### config.mk
export PLATFORM = sky130hd
export DESIGN_NAME = id_ex_alu_issue_flat
export DESIGN_NICKNAME = d
export VERILOG_FILES = /design/src/rtl/mips_alu_pkg.sv /design/src/rtl/id_ex_alu_issue_if.sv /design/src/rtl/alu_ctrl_decode.sv /design/src/rtl/id_ex_alu_issue.sv /design/src/flat_wrapper.sv
export SDC_FILE = /design/constraint.sdc
export NUM_CORES = 1
export LEC_CHECK = 0
export ABC_AREA = 1
export CORE_ASPECT_RATIO = 0.75
export CORE_MARGIN = 1
export CORE_UTILIZATION = 38
export CTS_CLUSTER_DIAMETER = 200
export DETAILED_ROUTE_END_ITERATION = 10
export GPL_TIMING_DRIVEN = 0
export PLACE_DENSITY = 0.78
export SETUP_SLACK_MARGIN = 0.3
export SLEW_MARGIN = 40
export SYNTH_ARGS = -nofsm -noshare
export SYNTH_HDL_FRONTEND = slang
export SYNTH_SLANG_ARGS = --single-unit
### constraint.sdc
create_clock -name clk -period 2.71 [get_ports clk]
set_input_delay 0.542 -clock clk [delete_from_list [all_inputs] [get_ports clk]]
set_output_delay 0.542 -clock clk [all_outputs]
set_load 0.02 [all_outputs]
### src/rtl/mips_alu_pkg.sv
// Shared MIPS ALU definitions: ALU control codes, opcode/funct constants and
// the forwarding-select encoding used by the ID/EX issue stage and the ALU.
package mips_alu_pkg;

  typedef enum logic [3:0] {
    ALU_ADD     = 4'b0000,
    ALU_SUB     = 4'b0001,
    ALU_AND     = 4'b0010,
    ALU_OR      = 4'b0011,
    ALU_SLL     = 4'b0100,
    ALU_SRL     = 4'b0101,
    ALU_SRA     = 4'b0110,
    ALU_GREATER = 4'b0111,
    ALU_LESSER  = 4'b1000,
    ALU_NOR     = 4'b1001
  } alu_ctrl_t;

  typedef enum logic [1:0] {
    FWD_REGFILE     = 2'b00,
    FWD_EXMEM       = 2'b01,
    FWD_MEMWB       = 2'b10,
    FWD_REGFILE_ALT = 2'b11
  } fwd_sel_t;

  localparam logic [5:0] OP_RTYPE = 6'h00;
  localparam logic [5:0] OP_BEQ   = 6'h04;
  localparam logic [5:0] OP_BNE   = 6'h05;
  localparam logic [5:0] OP_ADDI  = 6'h08;
  localparam logic [5:0] OP_ADDIU = 6'h09;
  localparam logic [5:0] OP_SLTI  = 6'h0A;
  localparam logic [5:0] OP_ANDI  = 6'h0C;
  localparam logic [5:0] OP_ORI   = 6'h0D;
  localparam logic [5:0] OP_LW    = 6'h23;
  localparam logic [5:0] OP_SW    = 6'h2B;

  localparam logic [5:0] F_SLL  = 6'h00;
  localparam logic [5:0] F_SRL  = 6'h02;
  localparam logic [5:0] F_SRA  = 6'h03;
  localparam logic [5:0] F_ADD  = 6'h20;
  localparam logic [5:0] F_ADDU = 6'h21;
  localparam logic [5:0] F_SUB  = 6'h22;
  localparam logic [5:0] F_SUBU = 6'h23;
  localparam logic [5:0] F_AND  = 6'h24;
  localparam logic [5:0] F_OR   = 6'h25;
  localparam logic [5:0] F_NOR  = 6'h27;
  localparam logic [5:0] F_SLT  = 6'h2A;

endpackage

### src/rtl/id_ex_alu_issue_if.sv
// ID/EX -> ALU interface: the registered issue bundle the ALU consumes.
interface id_ex_alu_issue_if #(
  parameter int unsigned DW = 32,
  parameter int unsigned RW = 5
);
  import mips_alu_pkg::*;

  logic          ex_valid;
  alu_ctrl_t     alu_ctrl;
  logic [DW-1:0] alu_in1;
  logic [DW-1:0] alu_in2;
  logic [4:0]    alu_shamt;
  logic          ovf_en;
  logic          wr_en;
  logic [RW-1:0] wr_idx;
  logic          is_branch;
  logic          illegal;

  modport master (
    output ex_valid, alu_ctrl, alu_in1, alu_in2, alu_shamt,
           ovf_en, wr_en, wr_idx, is_branch, illegal
  );

  modport slave (
    input  ex_valid, alu_ctrl, alu_in1, alu_in2, alu_shamt,
           ovf_en, wr_en, wr_idx, is_branch, illegal
  );
endinterface

### src/rtl/alu_ctrl_decode.sv
// Combinational opcode/funct decoder producing the ALU control code and the
// operand-routing / writeback qualifiers for one instruction.
module alu_ctrl_decode
  import mips_alu_pkg::*;
(
  input  logic [5:0] opcode,
  input  logic [5:0] funct,
  output alu_ctrl_t  alu_ctrl,
  output logic       ovf_en,
  output logic       wr_en,
  output logic       dst_is_rd,
  output logic       imm_sext,
  output logic       use_imm,
  output logic       is_shift,
  output logic       is_branch,
  output logic       illegal
);

  always_comb begin
    alu_ctrl  = ALU_ADD;
    ovf_en    = 1'b0;
    wr_en     = 1'b0;
    dst_is_rd = 1'b0;
    imm_sext  = 1'b1;
    use_imm   = 1'b0;
    is_shift  = 1'b0;
    is_branch = 1'b0;
    illegal   = 1'b0;
    case (opcode)
      OP_RTYPE: begin
        dst_is_rd = 1'b1;
        wr_en     = 1'b1;
        case (funct)
          F_ADD:  ovf_en = 1'b1;
          F_ADDU: ;
          F_SUB:  begin alu_ctrl = ALU_SUB; ovf_en = 1'b1; end
          F_SUBU: alu_ctrl = ALU_SUB;
          F_AND:  alu_ctrl = ALU_AND;
          F_OR:   alu_ctrl = ALU_OR;
          F_NOR:  alu_ctrl = ALU_NOR;
          F_SLT:  alu_ctrl = ALU_LESSER;
          F_SLL:  begin alu_ctrl = ALU_SLL; is_shift = 1'b1; end
          F_SRL:  begin alu_ctrl = ALU_SRL; is_shift = 1'b1; end
          F_SRA:  begin alu_ctrl = ALU_SRA; is_shift = 1'b1; end
          default: begin
            illegal = 1'b1;
            wr_en   = 1'b0;
          end
        endcase
      end
      OP_ADDI:  begin use_imm = 1'b1; wr_en = 1'b1; ovf_en = 1'b1; end
      OP_ADDIU: begin use_imm = 1'b1; wr_en = 1'b1; end
      OP_SLTI:  begin use_imm = 1'b1; wr_en = 1'b1; alu_ctrl = ALU_LESSER; end
      OP_ANDI:  begin use_imm = 1'b1; wr_en = 1'b1; alu_ctrl = ALU_AND; imm_sext = 1'b0; end
      OP_ORI:   begin use_imm = 1'b1; wr_en = 1'b1; alu_ctrl = ALU_OR;  imm_sext = 1'b0; end
      OP_LW:    begin use_imm = 1'b1; wr_en = 1'b1; end
      OP_SW:    use_imm = 1'b1;
      OP_BEQ,
      OP_BNE:   begin alu_ctrl = ALU_SUB; is_branch = 1'b1; end
      default:  illegal = 1'b1;
    endcase
  end

endmodule

### src/rtl/id_ex_alu_issue.sv
// Decode/issue stage: forwarding muxes, immediate extension and the ID/EX
// register that drives the ALU inputs.
module id_ex_alu_issue
  import mips_alu_pkg::*;
#(
  parameter int unsigned DW = 32,
  parameter int unsigned RW = 5
) (
  input  logic          clk,
  input  logic          reset,
  input  logic          id_valid,
  input  logic [5:0]    opcode,
  input  logic [5:0]    funct,
  input  logic [4:0]    shamt_in,
  input  logic [RW-1:0] rt_idx,
  input  logic [RW-1:0] rd_idx,
  input  logic [15:0]   imm16,
  input  logic [DW-1:0] rs_data,
  input  logic [DW-1:0] rt_data,
  input  logic [1:0]    fwd_a_sel,
  input  logic [1:0]    fwd_b_sel,
  input  logic [DW-1:0] exmem_res,
  input  logic [DW-1:0] memwb_res,
  input  logic          stall,
  input  logic          flush,
  id_ex_alu_issue_if.master ex
);

  alu_ctrl_t dec_ctrl;
  logic dec_ovf, dec_wr, dec_rd, dec_sext, dec_imm, dec_shift, dec_br, dec_ill;

  alu_ctrl_decode u_decode (
    .opcode    (opcode),
    .funct     (funct),
    .alu_ctrl  (dec_ctrl),
    .ovf_en    (dec_ovf),
    .wr_en     (dec_wr),
    .dst_is_rd (dec_rd),
    .imm_sext  (dec_sext),
    .use_imm   (dec_imm),
    .is_shift  (dec_shift),
    .is_branch (dec_br),
    .illegal   (dec_ill)
  );

  logic [DW-1:0] op_a, op_b, imm_ext;

  always_comb begin
    op_a = rs_data;
    case (fwd_sel_t'(fwd_a_sel))
      FWD_EXMEM: op_a = exmem_res;
      FWD_MEMWB: op_a = memwb_res;
      default:   ;
    endcase
    op_b = rt_data;
    case (fwd_sel_t'(fwd_b_sel))
      FWD_EXMEM: op_b = exmem_res;
      FWD_MEMWB: op_b = memwb_res;
      default:   ;
    endcase
    imm_ext = dec_sext ? {{(DW-16){imm16[15]}}, imm16} : {{(DW-16){1'b0}}, imm16};
  end

  // Next-state of the ID/EX slot; a flush or an empty ID slot loads a bubble.
  logic          bubble, load_en;
  logic          n_valid, n_ovf, n_wr, n_br, n_ill;
  alu_ctrl_t     n_ctrl;
  logic [DW-1:0] n_in1, n_in2;
  logic [4:0]    n_shamt;
  logic [RW-1:0] n_widx;

  always_comb begin
    bubble  = flush | ~id_valid;
    load_en = flush | ~stall;
    n_valid = 1'b0;
    n_ctrl  = ALU_ADD;
    n_in1   = '0;
    n_in2   = '0;
    n_shamt = '0;
    n_ovf   = 1'b0;
    n_wr    = 1'b0;
    n_widx  = '0;
    n_br    = 1'b0;
    n_ill   = 1'b0;
    if (!bubble) begin
      n_valid = 1'b1;
      n_ctrl  = dec_ctrl;
      n_in1   = dec_shift ? op_b : op_a;
      n_in2   = dec_imm ? imm_ext : op_b;
      n_shamt = dec_shift ? shamt_in : '0;
      n_ovf   = dec_ovf;
      n_wr    = dec_wr;
      n_widx  = dec_rd ? rd_idx : rt_idx;
      n_br    = dec_br;
      n_ill   = dec_ill;
    end
  end

  always_ff @(posedge clk or posedge reset) begin
    if (reset) begin
      ex.ex_valid  <= 1'b0;
      ex.alu_ctrl  <= ALU_ADD;
      ex.alu_in1   <= '0;
      ex.alu_in2   <= '0;
      ex.alu_shamt <= '0;
      ex.ovf_en    <= 1'b0;
      ex.wr_en     <= 1'b0;
      ex.wr_idx    <= '0;
      ex.is_branch <= 1'b0;
      ex.illegal   <= 1'b0;
    end else if (load_en) begin
      ex.ex_valid  <= n_valid;
      ex.alu_ctrl  <= n_ctrl;
      ex.alu_in1   <= n_in1;
      ex.alu_in2   <= n_in2;
      ex.alu_shamt <= n_shamt;
      ex.ovf_en    <= n_ovf;
      ex.wr_en     <= n_wr;
      ex.wr_idx    <= n_widx;
      ex.is_branch <= n_br;
      ex.illegal   <= n_ill;
    end
  end

endmodule
### src/flat_wrapper.sv
// flat-port wrapper written by rule: the top's interface ports become plain ports
module id_ex_alu_issue_flat import mips_alu_pkg::*;
#(
  parameter int unsigned DW = 32,
  parameter int unsigned RW = 5
)
  (clk, reset, id_valid, opcode, funct, shamt_in, rt_idx, rd_idx, imm16, rs_data, rt_data, fwd_a_sel, fwd_b_sel, exmem_res, memwb_res, stall, flush, ex_ex_valid, ex_alu_ctrl, ex_alu_in1, ex_alu_in2, ex_alu_shamt, ex_ovf_en, ex_wr_en, ex_wr_idx, ex_is_branch, ex_illegal);
  id_ex_alu_issue_if #(.DW(DW), .RW(RW)) ex_i ();
  input  logic clk;
  input  logic reset;
  input  logic id_valid;
  input  logic [5:0] opcode;
  input  logic [5:0] funct;
  input  logic [4:0] shamt_in;
  input  logic [RW-1:0] rt_idx;
  input  logic [RW-1:0] rd_idx;
  input  logic [15:0] imm16;
  input  logic [DW-1:0] rs_data;
  input  logic [DW-1:0] rt_data;
  input  logic [1:0] fwd_a_sel;
  input  logic [1:0] fwd_b_sel;
  input  logic [DW-1:0] exmem_res;
  input  logic [DW-1:0] memwb_res;
  input  logic stall;
  input  logic flush;
  output wire logic [$bits(ex_i.ex_valid)-1:0] ex_ex_valid;
  output wire logic [$bits(ex_i.alu_ctrl)-1:0] ex_alu_ctrl;
  output wire logic [$bits(ex_i.alu_in1)-1:0] ex_alu_in1;
  output wire logic [$bits(ex_i.alu_in2)-1:0] ex_alu_in2;
  output wire logic [$bits(ex_i.alu_shamt)-1:0] ex_alu_shamt;
  output wire logic [$bits(ex_i.ovf_en)-1:0] ex_ovf_en;
  output wire logic [$bits(ex_i.wr_en)-1:0] ex_wr_en;
  output wire logic [$bits(ex_i.wr_idx)-1:0] ex_wr_idx;
  output wire logic [$bits(ex_i.is_branch)-1:0] ex_is_branch;
  output wire logic [$bits(ex_i.illegal)-1:0] ex_illegal;
  assign ex_ex_valid = ex_i.ex_valid;
  assign ex_alu_ctrl = ex_i.alu_ctrl;
  assign ex_alu_in1 = ex_i.alu_in1;
  assign ex_alu_in2 = ex_i.alu_in2;
  assign ex_alu_shamt = ex_i.alu_shamt;
  assign ex_ovf_en = ex_i.ovf_en;
  assign ex_wr_en = ex_i.wr_en;
  assign ex_wr_idx = ex_i.wr_idx;
  assign ex_is_branch = ex_i.is_branch;
  assign ex_illegal = ex_i.illegal;
  id_ex_alu_issue #(.DW(DW), .RW(RW)) u_core (.clk(clk), .reset(reset), .id_valid(id_valid), .opcode(opcode), .funct(funct), .shamt_in(shamt_in), .rt_idx(rt_idx), .rd_idx(rd_idx), .imm16(imm16), .rs_data(rs_data), .rt_data(rt_data), .fwd_a_sel(fwd_a_sel), .fwd_b_sel(fwd_b_sel), .exmem_res(exmem_res), .memwb_res(memwb_res), .stall(stall), .flush(flush), .ex(ex_i));
endmodule
* Yosys cells after proc, flatten, opt, wreduce, memory -nomap -nowiden
Cells that the tools add are included.
** Cells by class
- Equal/unequal tests :: 23
- Mux-type cells :: 30
- Bitwise operators :: 4
- Reductions and logical operators :: 11
** Operator list (number)
- $mux W32 :: 5
- $pmux W32 S2 :: 2
- $eq A6 B6 Y1 const B :: 10
- $pmux W4 S8 :: 1
- $eq A6 B4 Y1 const B :: 5
- $mux W5 :: 4
- $pmux W4 S5 :: 1
- $mux W1 :: 13
- $eq A6 B2 Y1 const B :: 2
- $eq A6 B3 Y1 const B :: 2
- $logic_not A6 Y1 :: 2
- $reduce_or A11 Y1 :: 1
- $reduce_or A9 Y1 :: 1
- $reduce_or A2 Y1 :: 4
- $reduce_or A7 Y1 :: 1
- $pmux W1 S2 :: 3
- $reduce_or A6 Y1 :: 1
- $eq A2 B1 Y1 const B :: 2
- $eq A2 B2 Y1 const B :: 2
- $mux W4 :: 1
- $reduce_or A3 Y1 :: 1
- $not A1 Y1 :: 2
- $or A1 B1 Y1 :: 2
** Word-level totals
- Flip-flop bits (word level) :: 83
- Input port bits :: 180
- Output and inout port bits :: 83
- Logic and storage cells :: 78

* Longest topological paths before layout
Gate-level depths: netlist (run 1).
- Depth after elaboration :: 6
- Gate-level depth with buffers :: 10
- Gate-level depth less buffers :: 10

* By module
From an unflattened synthesis (run 1), not the netlist that was laid out.
** Second synthesis, totals
- Cell total of the unflattened synthesis :: 908
- Area total of the unflattened synthesis :: 5963.2 µm²
** Modules (own cells, without submodules)
- id_ex_alu_issue :: instances 1, cells each 840, area each 5586.6 µm², seq. area each 2077.0 µm²
- alu_ctrl_decode :: instances 1, cells each 68, area each 376.6 µm², seq. area each 0.0 µm²

* Worst setup path after synthesis (run 1)
No wires, ideal clock.
- Kind :: input port to flip-flop
- Start :: input fwd_b_sel[0]
- End :: register u_core.ex.alu_in2[22]
- Setup time :: 0.118 ns
- Data arrival time :: 1.662 ns
- Required time :: 2.592 ns
- Path slack :: 0.930 ns
- Cell stages on the path :: 9
- Buffers on the path :: 1
- Path through :: inv_1 -> ha_1 -> inv_2 -> clkbuf_1 -> nand3_1 -> o21ai_0 -> nand3_1 -> nand3_1 -> nand2_1
** On the way
- Word-level cells in the longest chain between the ends :: 4
- Elaborated cells on any way between the ends :: 5
- Those cells by class :: eq/ne: 2; mux: 3
** Ends and longest elaborated chain
- start, declared :: RTL line flat_wrapper.sv:21 : input logic [1:0] fwd_b_sel;
- $eq A2 B2 Y1 / $eq A2 B1 Y1 (equally long branches) :: RTL line id_ex_alu_issue.sv:56 : case (fwd_sel_t'(fwd_b_sel))
- $pmux W32 S2 * :: RTL line id_ex_alu_issue.sv:56
- $mux W32 * :: RTL line id_ex_alu_issue.sv:89 : n_in2 = dec_imm ? imm_ext : op_b;
- $mux W32 * :: RTL line id_ex_alu_issue.sv:85 : if (!bubble) begin
- end signal, assigned :: RTL line id_ex_alu_issue.sv:115 : ex.alu_in2 <= n_in2;
- end, declared :: RTL line id_ex_alu_issue_if.sv:20 : output ex_valid, alu_ctrl, alu_in1, alu_in2, alu_shamt,
Mark *: on every way between the ends. The rest lies on a longest branch, timed or not.
A chain may end at the register's enable or synchronous reset.

* Final worst setup path (run 1)
- Start :: input fwd_a_sel[0]
- End :: register u_core.ex.alu_in1[6]
** On the way
- Word-level cells in the longest chain between the ends :: 4
- Elaborated cells on any way between the ends :: 5
- Those cells by class :: eq/ne: 2; mux: 3
** Ends and longest elaborated chain
- start, declared :: RTL line flat_wrapper.sv:20 : input logic [1:0] fwd_a_sel;
- $eq A2 B2 Y1 / $eq A2 B1 Y1 (equally long branches) :: RTL line id_ex_alu_issue.sv:50 : case (fwd_sel_t'(fwd_a_sel))
- $pmux W32 S2 * :: RTL line id_ex_alu_issue.sv:50
- $mux W32 * :: RTL line id_ex_alu_issue.sv:88 : n_in1 = dec_shift ? op_b : op_a;
- $mux W32 * :: RTL line id_ex_alu_issue.sv:85
- end signal, assigned :: RTL line id_ex_alu_issue.sv:114 : ex.alu_in1 <= n_in1;
- end, declared :: RTL line id_ex_alu_issue_if.sv:20
Marks and branches as above.

==> impl_metrics.json, run 1 <==
{
  "status": "finished, final reports clean",
  "rsz0062_at_grt": "false",
  "cts_tree": "done",
  "final_nets": 1343,
  "max-slew-margin-rel_pct": 56.7,
  "worstPathRequired_ns": 2.94,
  "cts-buffers-inserted": 9,
  "drt-initial-drc-count": 607,
  "wl_um": 23300,
  "yosysMostFrequentCell": "nand2_1",
  "via_count": 7086,
  "dr.pass1.iters": 6,
  "cts_resized": 1,
  "cts_sinks": 83,
  "layout.cells.non_filler": 1359,
  "grt_pass1_vias": 6739,
  "final_area_um2": 8850,
  "area.growth.synth_to_final_pct": 59.4,
  "synth_area_leaders": "dfrtp_1, nand2_1, nand3_1",
  "seqPwrFrac_pct": 35.1,
  "power.share.clock_pct": 36.7,
  "gr-total-overflow": 0,
  "die_x_um": 142,
  "drv_cap": 0,
  "gp_congestion": 0.880,
  "slew_viol_final": 0,
  "layout_setup_ws_ns": 0.458,
  "crit_path_end_kind": "register",
  "yosys.area.top_type_share_pct": 37.4,
  "switchingPower_mw": 1.16,
  "yosys-top-cells-count": "nand2_1, nand3_1, dfrtp_1",
  "regToRegEndpoint": "u_core.ex.is_branch",
  "fin_crit_ns": 2.25,
  "grt_max_degree": 25,
  "finalHoldViolations": 0,
  "finalCritPeriodShare_pct": 83.1,
  "ant_nets": 0,
  "total_leakage_power_nw": 4.24,
  "pin_count": 263,
  "via_per_inst": 5.21,
  "synth-warning-count": 0,
  "holdBufCountCts": 0,
  "internal_power_mw": 2.61,
  "holdWs_ns": 0.443,
  "multiInputGateArea_um2": 3030,
  "yosys.area.top_type": "dfrtp_1",
  "ff2ff_path_depth": 1,
  "cts-root-buf": "clkbuf_16",
  "switching_share_pct": 30.8,
  "ys_seq_area_share_pct": 37.4,
  "max_freq_ghz": 0.444,
  "chipHeight_um": 107,
  "ys.flop_type": "dfrtp_1",
  "worstMarginPinSlew_ns": 0.649,
  "syn_area_per_cell_um2": 6.29,
  "port_buffers": 262,
  "placed_cells": 1343,
  "hp-class": "input port to async pin",
  "pwr-share-comb_pct": 28.2,
  "row_count": 37,
  "die_area_um2": 15100,
  "synth_edf_count": 0,
  "grt_pass1_wl_um": 35800,
  "placed_cell_area_um2": 8510,
  "regToRegSetupSlack_ns": 2.02,
  "antenna-diode-count": 0,
  "arrival_ns": 2.49,
  "rr_startpoint": "u_core.ex.is_branch",
  "drive_gt1_share_pct": 4.64,
  "core_um2": 14000,
  "setup_viol": 0,
  "cts_setup_buffers": 0,
  "grt_usage_pct": 31.0,
  "p_per_area_nw_per_um2": 426,
  "path_max_fanout": 10,
  "cts_buffer_depth": 2,
  "cts_max_level": 3,
  "wl_per_cell_um": 17.2,
  "peakVddDrop_mv": 0.332,
  "fillerInstances": 1265,
  "drc": 0,
  "pre_cts_slack_ns": -0.0635,
  "final-seq-area_um2": 2080,
  "synth_nets": 1066,
  "setup.worst_path.class": "input port to register",
  "synth_cells": 882,
  "dp_hpwl_um": 17800,
  "crit_path_start_kind": "input port",
  "ys_ff_latch": 83,
  "cts.clk_slew.worst_paths_ns": 0.07,
  "netlist_area_um2": 5550,
  "initial_utilization_pct": 39.7,
  "clk_latency_ns": 0.34,
  "yosys.cell_types.count": 21,
  "skew_ns": 0,
  "antenna_found_initial": 0,
  "ys_async_sr_fraction_pct": 100
}
-- area by class of cell --
class / count / area share [%]
plain buffers: 56 / 3.04
clock buffers: 9 / 2.55
clock inverters: 7 / 1.13
inverters: 48 / 2.08
multi-input cells: 695 / 34.3
flip-flops and latches: 83 / 23.5
well taps: 195 / 2.76
repair buffers: 266 / 30.7
-- layer usage --
metal | GRT usage (%) | up-vias | part of all wire [%]
li1 | - | 3395 | -
met1 | 40.1 | 3289 | 43
met2 | 50.5 | 359 | 45
met3 | 7.91 | 43 | 9.0
met4 | 10.4 | 0 | 2.5
met5 | 0 | - | 0
-- worst max-delay path by stage --
stage | from | endpoint | slack (ns) | cells after the start
floorplan | fwd_b_sel[0] | u_core.ex.alu_in2[22] | 0.93 | 9
global placement | fwd_b_sel[0] | u_core.ex.alu_in2[12] | -0.04 | 10
detailed placement | fwd_b_sel[0] | u_core.ex.alu_in2[12] | -0.06 | 10
CTS | fwd_b_sel[0] | u_core.ex.alu_in2[29] | 0.33 | 10
global route | fwd_b_sel[0] | u_core.ex.alu_in2[12] | 0.31 | 10
finish | fwd_a_sel[0] | u_core.ex.alu_in1[6] | 0.46 | 10
-- critical path, cell delays in order --
cell	delay (ns)
clkdlybuf4s50_1	0.49
inv_1	0.05
ha_1	0.29
inv_2	0.18
clkbuf_1	0.45
nand3_1	0.15
o21ai_0	0.09
nand2_1	0.07
nand3_1	0.10
nand2_1	0.07
-- cells by family (layout without fill, tap and decap cells) --
kind of cell | after synthesis | after routing | synth area share [%]
adder cells (fa/ha/maj) | 4 | 4 | 0.902
AND/OR/NAND/NOR | 608 | 608 | 46.0
AO/OA/AOI/OAI | 83 | 83 | 7.69
buffers and inverters | 104 | 386 | 7.96
flip-flops | 83 | 83 | 37.4
-- state kept, by name (all words and copies together), names as in the netlist --
name,flops
u_core.ex.illegal,1
u_core.ex.alu_in1,32
u_core.ex.alu_shamt,5
u_core.ex.ovf_en,1
u_core.ex.ex_valid,1
u_core.ex.wr_en,1
u_core.ex.alu_in2,32
u_core.ex.wr_idx,5
u_core.ex.alu_ctrl,4
u_core.ex.is_branch,1
-- cell usage in the layout, fill, tap and decap left out, types with 2 or more instances in the layout --
| cell type | synthesis | final |
|---|---|---|
| clkinvlp_4 | 0 | 4 |
| nand2_1 | 400 | 400 |
| nor2_4 | 3 | 3 |
| inv_2 | 5 | 5 |
| buf_6 | 5 | 5 |
| buf_16 | 0 | 2 |
| buf_12 | 0 | 2 |
| bufinv_16 | 0 | 2 |
| inv_6 | 0 | 2 |
| buf_2 | 8 | 8 |
| nand2_4 | 3 | 3 |
| inv_1 | 43 | 42 |
| clkbuf_1 | 35 | 30 |
| clkbuf_2 | 0 | 6 |
| dfrtp_1 | 83 | 83 |
| clkdlybuf4s50_1 | 0 | 262 |
| nand3_1 | 176 | 176 |
| nor2_1 | 23 | 23 |
| ha_1 | 4 | 4 |
| o21ai_0 | 80 | 80 |
| clkbuf_16 | 0 | 9 |
| buf_1 | 7 | 6 |
-- power groups by stage --
| stage | Combinational (mW) | Sequential, mW | Clock, mW |
|---|---|---|---|
| 2_1_floorplan | 0.413 | 1.41 | 0 |
| 3_3_place_gp | 1.02 | 1.35 | 0 |
| 3_5_place_dp | 1.05 | 1.35 | 0 |
| 4_1_cts | 1.05 | 1.32 | 1.39 |
| 5_1_grt | 1.16 | 1.33 | 1.45 |
| 6_report | 1.06 | 1.32 | 1.38 |
-- metrics by stage --
step,TNS (ns),power (mW),util (%)
finish,0,3.77,63.3
global route,0,3.94,63.3
CTS,0,3.77,63.2
detailed placement,-0.148,2.39,60.9
global placement,-0.0719,2.37,60.2
floorplan,0,1.82,-
(Power assumes the default switching activity.)
==> run 2: changes to the inputs <==
- CORE_UTILIZATION: 38 -> 42
- PLACE_DENSITY: 0.78 -> 0.82
- clock period: 2.71 -> 2.25 ns (I/O delays scaled with it)
==> run 2 against run 1 <==
Against the previous run: sequential cell count stayed put; via count is 0.32% higher; critical path depth is 1 lower; global-route usage is 1.5 points higher; largest power group unchanged; highest routed layer unchanged.
==> impl_metrics.json, run 2 (synthesized netlist as in run 1, its figures left out) <==
{
  "status": "finished, final reports clean",
  "max-slew-margin-rel_pct": 60.1,
  "max_stage_delay_ns": 0.48,
  "slew_viol_final": 0,
  "row_count": 35,
  "p_per_area_nw_per_um2": 505,
  "wl_per_cell_um": 17.0,
  "drive_gt1_share_pct": 8.47,
  "placed_cell_area_um2": 8460,
  "path_cells": "clkdlybuf4s50_1, inv_1, ha_1, inv_4, clkbuf_2, o21ai_0, nand3_1, nand3_1, nand2_1",
  "cts_tree": "done",
  "rsz0062_at_grt": "true",
  "max_freq_ghz": 0.513,
  "final-seq-area_um2": 2080,
  "skew_ns": 0,
  "crit_path_start_kind": "input port",
  "cts-root-buf": "clkbuf_16",
  "initial_utilization_pct": 44.2,
  "area.growth.synth_to_final_pct": 61.7,
  "arrival_ns": 2.17,
  "cts.clk_slew.worst_paths_ns": 0.06,
  "grt_pass1_wl_um": 34000,
  "top_layer_used": "met4",
  "core_um2": 12600,
  "clk_latency_ns": 0.33,
  "ant_nets": 0,
  "via_count": 7109,
  "setup.worst_path.class": "input port to register",
  "port_buffers": 262,
  "gr-total-overflow": 0,
  "cts_buffer_depth": 2,
  "die_area_um2": 13700,
  "holdWs_ns": 0.476,
  "holdBufCountCts": 0,
  "die_x_um": 135,
  "slowest_stage": "clkdlybuf4s50_1",
  "finalCritPeriodShare_pct": 86.6,
  "critPathMostFrequentCell": "nand3_1",
  "wl_um": 22700,
  "gp_congestion": 0.930,
  "final_cell_mix": "nand2_1, clkdlybuf4s50_1, nand3_1",
  "antenna_found_initial": 0,
  "setup_viol": 0,
  "cts-buffers-inserted": 9,
  "grt_usage_pct": 32.5,
  "dp_hpwl_um": 17200,
  "reg_top3": "u_core.ex.alu_in1 x32, u_core.ex.alu_in2 x32",
  "pin_count": 263,
  "met1_length_um": 9460,
  "layout_commonest_cell": "nand2_1",
  "multiInputGateArea_um2": 3080,
  "placed_cells": 1313,
  "grt_max_degree": 26,
  "dr.pass1.iters": 5,
  "total_leakage_power_nw": 4.38,
  "final_area_um2": 8970,
  "crit_path_end_kind": "register",
  "path_max_fanout": 10,
  "route.met2.wl_um": 10500,
  "drv_cap": 0,
  "via_per_inst": 5.33,
  "hp-class": "register to register",
  "cts_max_level": 3,
  "finalHoldViolations": 0,
  "layout.cells.non_filler": 1335,
  "drc": 0,
  "fillerInstances": 1056,
  "worstPathRequired_ns": 2.47,
  "grt_pass1_vias": 6433,
  "worstMarginPinSlew_ns": 0.598,
  "final_nets": 1348,
  "cts_sinks": 83,
  "peakVddDrop_mv": 0.405,
  "antenna-diode-count": 0,
  "chipHeight_um": 102,
  "wl_met3_um": 2290,
  "fin_crit_ns": 1.95,
  "drt-initial-drc-count": 673
}
run 2: cell count changes in the layout (fill, tap and decap cells not counted), moves of 3 or more:
cell and change:
buf_6 -3, buf_8 +3, o21ai_1 +14, buf_1 -5
clkbuf_1 -24, o21ai_2 +8, clkbuf_4 +4, clkbuf_2 +19
buf_4 +8, o21ai_0 -22
run 2: per-layer routing:
metal  GRT usage, %  up-vias
met4           9.33        0
met1           44.2     3257
met5              0        -
li1               -     3408
met2           53.1      412
met3           6.21       32
run 2: worst paths after layout:
check / startpoint / cells past startpoint / slack (ns) / endpoint
worst max-delay path: fwd_b_sel[0] / 9 / 0.30 / u_core.ex.alu_in2[23]
worst min-delay path: u_core.ex.alu_in2[27] / 2 / 0.48 / u_core.ex.alu_in2[27]
worst max register to register: u_core.ex.is_branch / 1 / 1.55 / u_core.ex.is_branch
worst min register to register: u_core.ex.alu_in2[27] / 2 / 0.48 / u_core.ex.alu_in2[27]
max in group asynchronous: reset / 4 / 1.04 / u_core.ex.alu_shamt[0]
min in group asynchronous: reset / 2 / 0.52 / u_core.ex.alu_in1[5]
run 2: power breakdown:
group	internal (mW)	switching, mW
logic	0.639	0.689
registers	1.56	0.0391
clock network	0.981	0.630
run 2: per-stage QoR:
stage	TNS [ns]	total power [mW]	utilization (%)	setup WS, ns
floorplan	0	2.20	-	0.562
global placement	-30.25	2.84	66.7	-0.362
detailed placement	-18.34	2.87	67.3	-0.367
CTS	0	4.51	70.4	0.294
global route	0	4.72	71.4	0.218
finish	0	4.53	71.4	0.302
run 2: timing repair:
item	in CTS	in global routing
setup endpoints to repair	69	72
gates resized for setup	37	67
pin swaps	1	2
setup buffers	1	5
run 2: layout make-up:
cell class | count | area share, %
multi-input combinational | 695 | 34.3
timing repair buffer | 271 | 30.6
sequential | 83 | 23.2
buffer | 56 | 3.89
clock buffer | 9 | 2.51
tap | 166 | 2.32
inverter | 48 | 2.11
clock inverter | 7 | 1.10
run 2: worst max-delay path, delay by kind of cell:
family,cells,cell delay [ns]
AOI/OAI and AO/OA,1,0.32
adders and majority gates,1,0.31
buffers and inverters,4,0.83
and+or+nand+nor,3,0.26
==> run 3: changes to the inputs <==
- TNS_END_PERCENT: default -> 20
==> run 3 against run 2 <==
Against the previous run: total power down 0.34%; core utilization down 0.28 points; setup slack worse by 0.013 ns; critical path type unchanged.
==> impl_metrics.json, run 3 (synthesized netlist as in run 1, its figures left out) <==
{
  "status": "finished, final reports clean",
  "arrival_ns": 2.18,
  "clk_latency_ns": 0.33,
  "setup.worst_path.class": "input port to register",
  "via_count": 7133,
  "drive_gt1_share_pct": 7.46,
  "dp_hpwl_um": 17200,
  "cts_max_level": 3,
  "initial_utilization_pct": 44.2,
  "drv_cap": 0,
  "chipHeight_um": 102,
  "max_freq_ghz": 0.510,
  "final_cell_mix": "nand2_1, clkdlybuf4s50_1, nand3_1",
  "finalHoldViolations": 0,
  "worstPathRequired_ns": 2.47,
  "ant_nets": 0,
  "final_nets": 1346,
  "drc": 0,
  "wl_um": 22500,
  "grt_max_degree": 26,
  "worstHoldStart": "u_core.ex.alu_in2[27]",
  "grt_pass1_vias": 6424,
  "peakVddDrop_mv": 0.403,
  "via_per_inst": 5.35,
  "finalCritPeriodShare_pct": 87.1,
  "placed_cells": 1313,
  "die_x_um": 135,
  "dr.pass1.iters": 6,
  "port_buffers": 262,
  "startpoint": "fwd_b_sel[0]",
  "cts_sinks": 83,
  "postLayoutCoreUtil_pct": 71.1,
  "worstMarginPinSlew_ns": 0.565,
  "cts_tree": "done",
  "layout.cells.non_filler": 1333,
  "cts_buffer_depth": 2,
  "p_per_area_nw_per_um2": 506,
  "skew_ns": 0,
  "grt_usage_pct": 32.5,
  "cts-root-buf": "clkbuf_16",
  "reg_top3": "u_core.ex.alu_in1 x32, u_core.ex.alu_in2 x32",
  "antenna-diode-count": 0,
  "final-seq-area_um2": 2080,
  "pin_count": 263,
  "crit_path_end_kind": "register",
  "fillerInstances": 1054,
  "die_area_um2": 13700,
  "multiInputGateArea_um2": 3050,
  "path_max_fanout": 10,
  "max-slew-margin-rel_pct": 62.3,
  "holdBufCountCts": 0,
  "wl_per_cell_um": 16.9,
  "setup_viol": 0,
  "hp-class": "register to register",
  "layout_commonest_cell": "nand2_1",
  "core_um2": 12600,
  "row_count": 35,
  "cts-buffers-inserted": 9,
  "drt-initial-drc-count": 676,
  "gr-total-overflow": 0,
  "total_leakage_power_nw": 4.34,
  "area.growth.synth_to_final_pct": 61.0,
  "cts.clk_slew.worst_paths_ns": 0.06,
  "slew_viol_final": 0,
  "rr_startpoint": "u_core.ex.is_branch",
  "crit_path_start_kind": "input port",
  "fin_crit_ns": 1.96,
  "antenna_found_initial": 0,
  "gp_congestion": 0.930,
  "grt_pass1_wl_um": 34000,
  "rsz0062_at_grt": "true"
}
run 3: power breakdown:
group / internal (mW) / switching, mW
Clock: 0.980 / 0.634
Combinational: 0.630 / 0.679
Sequential: 1.56 / 0.0387
run 3: critical path: stages:
cell             delay (ns)
clkdlybuf4s50_1        0.48
inv_1                  0.05
ha_1                   0.31
inv_4                  0.08
clkbuf_2               0.22
o21ai_0                0.31
nand3_1                0.12
nand3_1                0.10
nand2_1                0.06
run 3: path summary, 6_finish.rpt:
check | to | slack [ns] | cells past startpoint
setup / recovery | u_core.ex.alu_in2[21] | 0.29 | 9
hold / removal | u_core.ex.alu_in2[27] | 0.48 | 2
setup reg to reg | u_core.ex.is_branch | 1.54 | 1
hold reg to reg | u_core.ex.alu_in2[27] | 0.48 | 2
max in group asynchronous | u_core.ex.alu_shamt[0] | 1.04 | 4
min in group asynchronous | u_core.ex.alu_in1[5] | 0.52 | 2
run 3: layout make-up:
type / instances / area share (%)
inverter: 48 / 2.16
timing repair buffer: 269 / 30.7
tap: 166 / 2.32
sequential: 83 / 23.2
buffer: 56 / 3.82
multi-input combinational: 695 / 34.2
clock buffer: 9 / 2.52
clock inverter: 7 / 1.11
run 3: stage by stage:
stage,TNS (ns),hold WS [ns],power [mW],setup WS [ns],cell area [um2]
floorplan,0,0.588,2.20,0.562,5550
global placement,-30.25,0.461,2.84,-0.362,8380
detailed placement,-18.34,0.464,2.87,-0.367,8460
CTS,0,0.482,4.51,0.223,8840
global route,0,0.502,4.71,0.211,8940
finish,0,0.476,4.52,0.290,8940
run 3: layer usage:
metal	routed length (um)	vias up	track usage, %	part of all wire (%)
met5	0	-	0	0
met3	2220	37	6.26	9.9
li1	-	3401	-	-
met1	9490	3280	44.2	42
met2	10400	415	53.1	46
met4	406	0	8.90	1.8
run 3: what timing repair did:
item,4_1_cts,5_1_grt
cloned,0,0
endpoints found under the setup margin,69,77
pin swaps,0,2
setup buffers,0,4
gates resized for setup,30,56
